$ cat config.mk
export PLATFORM = sky130hd
export DESIGN_NAME = regfile_access_arbiter
export DESIGN_NICKNAME = d
export VERILOG_FILES = /design/src/rtl/regfile_access_arbiter.sv
export SDC_FILE = /design/constraint.sdc
export NUM_CORES = 1
export LEC_CHECK = 0
export ABC_AREA = 1
export CAP_MARGIN = 20
export CORE_ASPECT_RATIO = 1.1
export CORE_MARGIN = 3
export CORE_UTILIZATION = 46
export CTS_BUF_LIST = sky130_fd_sc_hd__clkbuf_16
export CTS_CLUSTER_DIAMETER = 50
export DETAILED_ROUTE_END_ITERATION = 8
export PLACE_DENSITY = 0.86
export SLEW_MARGIN = 25
export SYNTH_ARGS = -nofsm -noshare
export SYNTH_HDL_FRONTEND = slang
export SYNTH_SLANG_ARGS = --single-unit
$ cat constraint.sdc
create_clock -name clk -period 2.7 [get_ports clk]
set_input_delay 0.27 -clock clk [delete_from_list [all_inputs] [get_ports clk]]
set_output_delay 0.27 -clock clk [all_outputs]
set_load 0.05 [all_outputs]
$ cat src/rtl/regfile_access_arbiter.sv
// Two-requester round-robin arbiter that serialises register-bank accesses
// through an IDLE -> ISSUE -> WAIT handshake with a response timeout.
module regfile_access_arbiter #(
  parameter int ADDR_WIDTH = 8,
  parameter int REG_WIDTH  = 16,
  parameter int TIMEOUT    = 4
) (
  input  logic                  clk,
  input  logic                  rst_n,
  input  logic                  req0_valid,
  input  logic                  req0_write,
  input  logic [ADDR_WIDTH-1:0] req0_addr,
  input  logic [REG_WIDTH-1:0]  req0_wdata,
  output logic                  req0_ack,
  output logic [REG_WIDTH-1:0]  req0_rdata,
  output logic                  req0_error,
  input  logic                  req1_valid,
  input  logic                  req1_write,
  input  logic [ADDR_WIDTH-1:0] req1_addr,
  input  logic [REG_WIDTH-1:0]  req1_wdata,
  output logic                  req1_ack,
  output logic [REG_WIDTH-1:0]  req1_rdata,
  output logic                  req1_error,
  output logic [ADDR_WIDTH-1:0] rf_addr,
  output logic [REG_WIDTH-1:0]  rf_wdata,
  output logic                  rf_read,
  output logic                  rf_write,
  input  logic [REG_WIDTH-1:0]  rf_rdata,
  input  logic                  rf_done,
  input  logic                  rf_error,
  output logic [7:0]            err_count
);

  localparam int CW = $clog2(TIMEOUT) + 1;

  typedef enum logic [1:0] {IDLE, ISSUE, WAIT} state_t;

  state_t         state_reg, state_next;
  logic           grant_reg;
  logic           last_grant_reg;
  logic           write_reg;
  logic [CW-1:0]  wait_cnt_reg;

  logic           elig0, elig1, any_elig;
  logic           grant_next;
  logic           finish;
  logic           resp_error;
  logic [REG_WIDTH-1:0] resp_rdata;

  // A requester being acked this cycle still has valid high; it must not re-win.
  assign elig0    = req0_valid & ~req0_ack;
  assign elig1    = req1_valid & ~req1_ack;
  assign any_elig = elig0 | elig1;

  always_comb begin
    grant_next = 1'b0;
    if (elig0 && elig1) grant_next = ~last_grant_reg;
    else if (elig1)     grant_next = 1'b1;
  end

  always_comb begin
    state_next = state_reg;
    finish     = 1'b0;
    rf_read    = 1'b0;
    rf_write   = 1'b0;
    resp_error = 1'b1;
    resp_rdata = '0;
    case (state_reg)
      IDLE:  if (any_elig) state_next = ISSUE;
      ISSUE: begin
        rf_read    = ~write_reg;
        rf_write   = write_reg;
        state_next = WAIT;
      end
      WAIT: begin
        if (rf_done || wait_cnt_reg == CW'(TIMEOUT - 1)) begin
          finish     = 1'b1;
          state_next = IDLE;
        end
        // Timeout path keeps the error=1 / rdata=0 defaults.
        if (rf_done) begin
          resp_error = rf_error;
          resp_rdata = write_reg ? '0 : rf_rdata;
        end
      end
      default: state_next = IDLE;
    endcase
  end

  always_ff @(posedge clk) begin
    if (!rst_n) begin
      state_reg      <= IDLE;
      grant_reg      <= 1'b0;
      last_grant_reg <= 1'b1;
      write_reg      <= 1'b0;
      wait_cnt_reg   <= '0;
      rf_addr        <= '0;
      rf_wdata       <= '0;
      req0_ack       <= 1'b0;
      req1_ack       <= 1'b0;
      req0_rdata     <= '0;
      req1_rdata     <= '0;
      req0_error     <= 1'b0;
      req1_error     <= 1'b0;
      err_count      <= '0;
    end else begin
      state_reg <= state_next;
      req0_ack  <= 1'b0;
      req1_ack  <= 1'b0;

      if (state_reg == IDLE && any_elig) begin
        grant_reg <= grant_next;
        write_reg <= grant_next ? req1_write : req0_write;
        rf_addr   <= grant_next ? req1_addr  : req0_addr;
        rf_wdata  <= grant_next ? req1_wdata : req0_wdata;
      end

      if (state_reg == WAIT && !finish) wait_cnt_reg <= wait_cnt_reg + 1'b1;
      else                              wait_cnt_reg <= '0;

      if (finish) begin
        last_grant_reg <= grant_reg;
        if (grant_reg) begin
          req1_ack   <= 1'b1;
          req1_rdata <= resp_rdata;
          req1_error <= resp_error;
        end else begin
          req0_ack   <= 1'b1;
          req0_rdata <= resp_rdata;
          req0_error <= resp_error;
        end
        if (resp_error && err_count != 8'hFF) err_count <= err_count + 8'd1;
      end
    end
  end

endmodule

==> run metrics <==
status=complete, no violations; Synth Area in XOR/XNOR=0.532%; io pins=142; Leakage=2.07 nW; clk_skew=approximately 0.0051 ns; clock sinks=76; Root Buffer=clkbuf_16; gr usage total=a little under a quarter; most common cell in the synthesized netlist=nand2_1; WP data required=approximately 2.4 ns; cells after synthesis=~450; Slew @ Worst Pin=around 0.56 ns; Final nets=about 650; # DRC=0; vias post-DR=between 3000 and 4000; IO Port Bufs=roughly 140; wirelength, routed=~9300 um; highest clock rate=0.494 GHz; adder-cell share of the synthesized area=between 1 and 1.5%; CTS Hold Bufs=0; worst-path fanout max=3; wire per inst=about 14 um; initial DRC count=~130; # setup viols final=0; CTS tree=built; top flop regs=req0_rdata (16), req1_rdata (16), rf_wdata (16); number of global-route vias before repair=between 3000 and 4000; initial antenna violation count=0; Syn-to-layout area delta=52.3%; FF+latch count, synth=76; Hold/Removal Path Class=flop to flop; setup TNS=0 ns; CTS buffer count=9; mapped cell area=~0.0033 mm^2; Overflow after GRT=0; post-synthesis compound-gate area fraction=between 15 and 20%; post-synth top area share=between 40% and 50%; postcts setup bufs=0; CTS-repair resized insts=0; dominant combinational cell family by area after synthesis=simple AND/OR/NAND/NOR gates; largest net degree at the start of global routing=54; worst path arrival time=roughly 1.8 ns; Pwr Density=660 mW/mm^2; worst-case clock buffer depth=2; synth warn=0; RSZ-0062 raised after global routing=false; antenna diode count=0; Slew HR=a little over three fifths; TritonRoute pass-1 iters=4; crit share post-route=roughly three quarters; Seq/Total Area, Yosys=a little under half; Final ANT Viol Nets=0; count of flip-flops with a built-in enable after synthesis=0; MaxCap Viol Count=0; Initial Util=about half; Final GP Congestion=just under 0.8; crit path launch type=flop; FP Rows=31; Hold Fails Final Rpt=0; Clock transition at path regs=around 0.060 ns; Max VDD drop=~440 uV; htree depth=3; fillers=just over 500; multiplexer share of the synthesized area=0%; asr flop ratio synth=0%; Unique masters post-synth=28; clk_lat worst skew=0.33 ns; first-pass GRT wire length=around 15000 um; commonest register cell after synthesis=dfxtp_1; Simple-Gate Fraction of Synth Area=between 20% and 30%; synth cell count leaders=nand2_1, dfxtp_1, nor2_1; die area=0.00822 mm^2; placeable core area=about 0.0067 mm^2; Setup crit end kind=output port; Die Wd=86.7 um; max-slew violations=0; syn avg cell area=roughly 7.4 um^2; ranking of synthesized cells by area=dfxtp_1, nand2_1, nor2_1, o21ai_0, a21oi_1; DP HPWL=~6700 um; Synth Net Count=between 500 and 600; area leader, netlist=dfxtp_1; power after layout=about 3.3 mW; vias per cell=roughly 5.1; share of layout cells above drive strength 1=approximately 6.7%; min cycle time layout=2.02 ns; WS Path Type=flop to output port; Die Y=around 95 um
## layout make-up
cell class | count | area, um^2 | area share, %
well taps | 82 | 103 | 2.04
clock inverters | 7 | 114 | 2.27
inverters | 37 | 146 | 2.92
repair buffers | 145 | 1440 | 28.7
multi-input cells | 310 | 1470 | 29.2
clock buffers | 9 | 225 | 4.49
flip-flops and latches | 76 | 1520 | 30.3
## through the flow
step	hold slack (ns)	worst slack, ns	cell area [um^2]	util (%)	instances
CTS	0.420	0.655	5020	74.4	666
global route	0.447	0.598	5020	74.4	666
floorplan	0.399	1.01	3300	-	445
detailed placement	0.412	0.647	4680	69.3	650
finish	0.420	0.675	5020	74.4	666
global placement	0.407	0.647	4680	69.3	650
## worst paths after layout
kind	startpoint	endpoint	slack, ns	cells past startpoint
hold reg to reg	wait_cnt_reg[0]$_SDFF_PN0_	wait_cnt_reg[0]$_SDFF_PN0_	0.42	1
setup / recovery	state_reg[1]$_SDFFE_PN0P_	rf_read	0.68	4
hold / removal	wait_cnt_reg[0]$_SDFF_PN0_	wait_cnt_reg[0]$_SDFF_PN0_	0.42	1
setup reg to reg	wait_cnt_reg[0]$_SDFF_PN0_	req1_rdata[13]$_SDFFE_PN0P_	0.87	8
## placed cells by master (no fill, tap or decap), drive strengths merged, types with 4 or more instances in the layout
master and n:
o21ai 52, inv 37, nor2 72, a21oi 44, nand3 34, clkinv 4
nand2 97, buf 4, clkdlybuf4s50 141, o21a 4, clkbuf 9, dfxtp 76
## critical path: stages, from the launching register on
cell	delay (ns)
dfxtp_1	0.33
inv_1	0.09
nand2_1	0.08
nor2_1	0.11
clkdlybuf4s50_1	0.81
## where the power goes
group          switching, mW  internal [mW]  leakage, nW  total [mW]
registers             0.0392           1.19        0.620        1.23
clock network          0.460          0.900        0.170        1.36
logic                  0.450          0.274         1.28       0.724
total                  0.949           2.36         2.07        3.31
## cells by family after synthesis
logic type	Yosys count
buf+inv	59
flops	76
simple gates	205
compound gates	100
fa+ha+maj	3
xor+xnor	2
## routing by layer
metal,track usage (%),vias up,wire (um)
li1,-,1703,-
met1,26.2,1530,3640
met2,38.6,146,4490
met3,7.59,18,996
met4,9.09,0,213
met5,0,-,0
No activity file was read; power rests on OpenSTA's default activity.
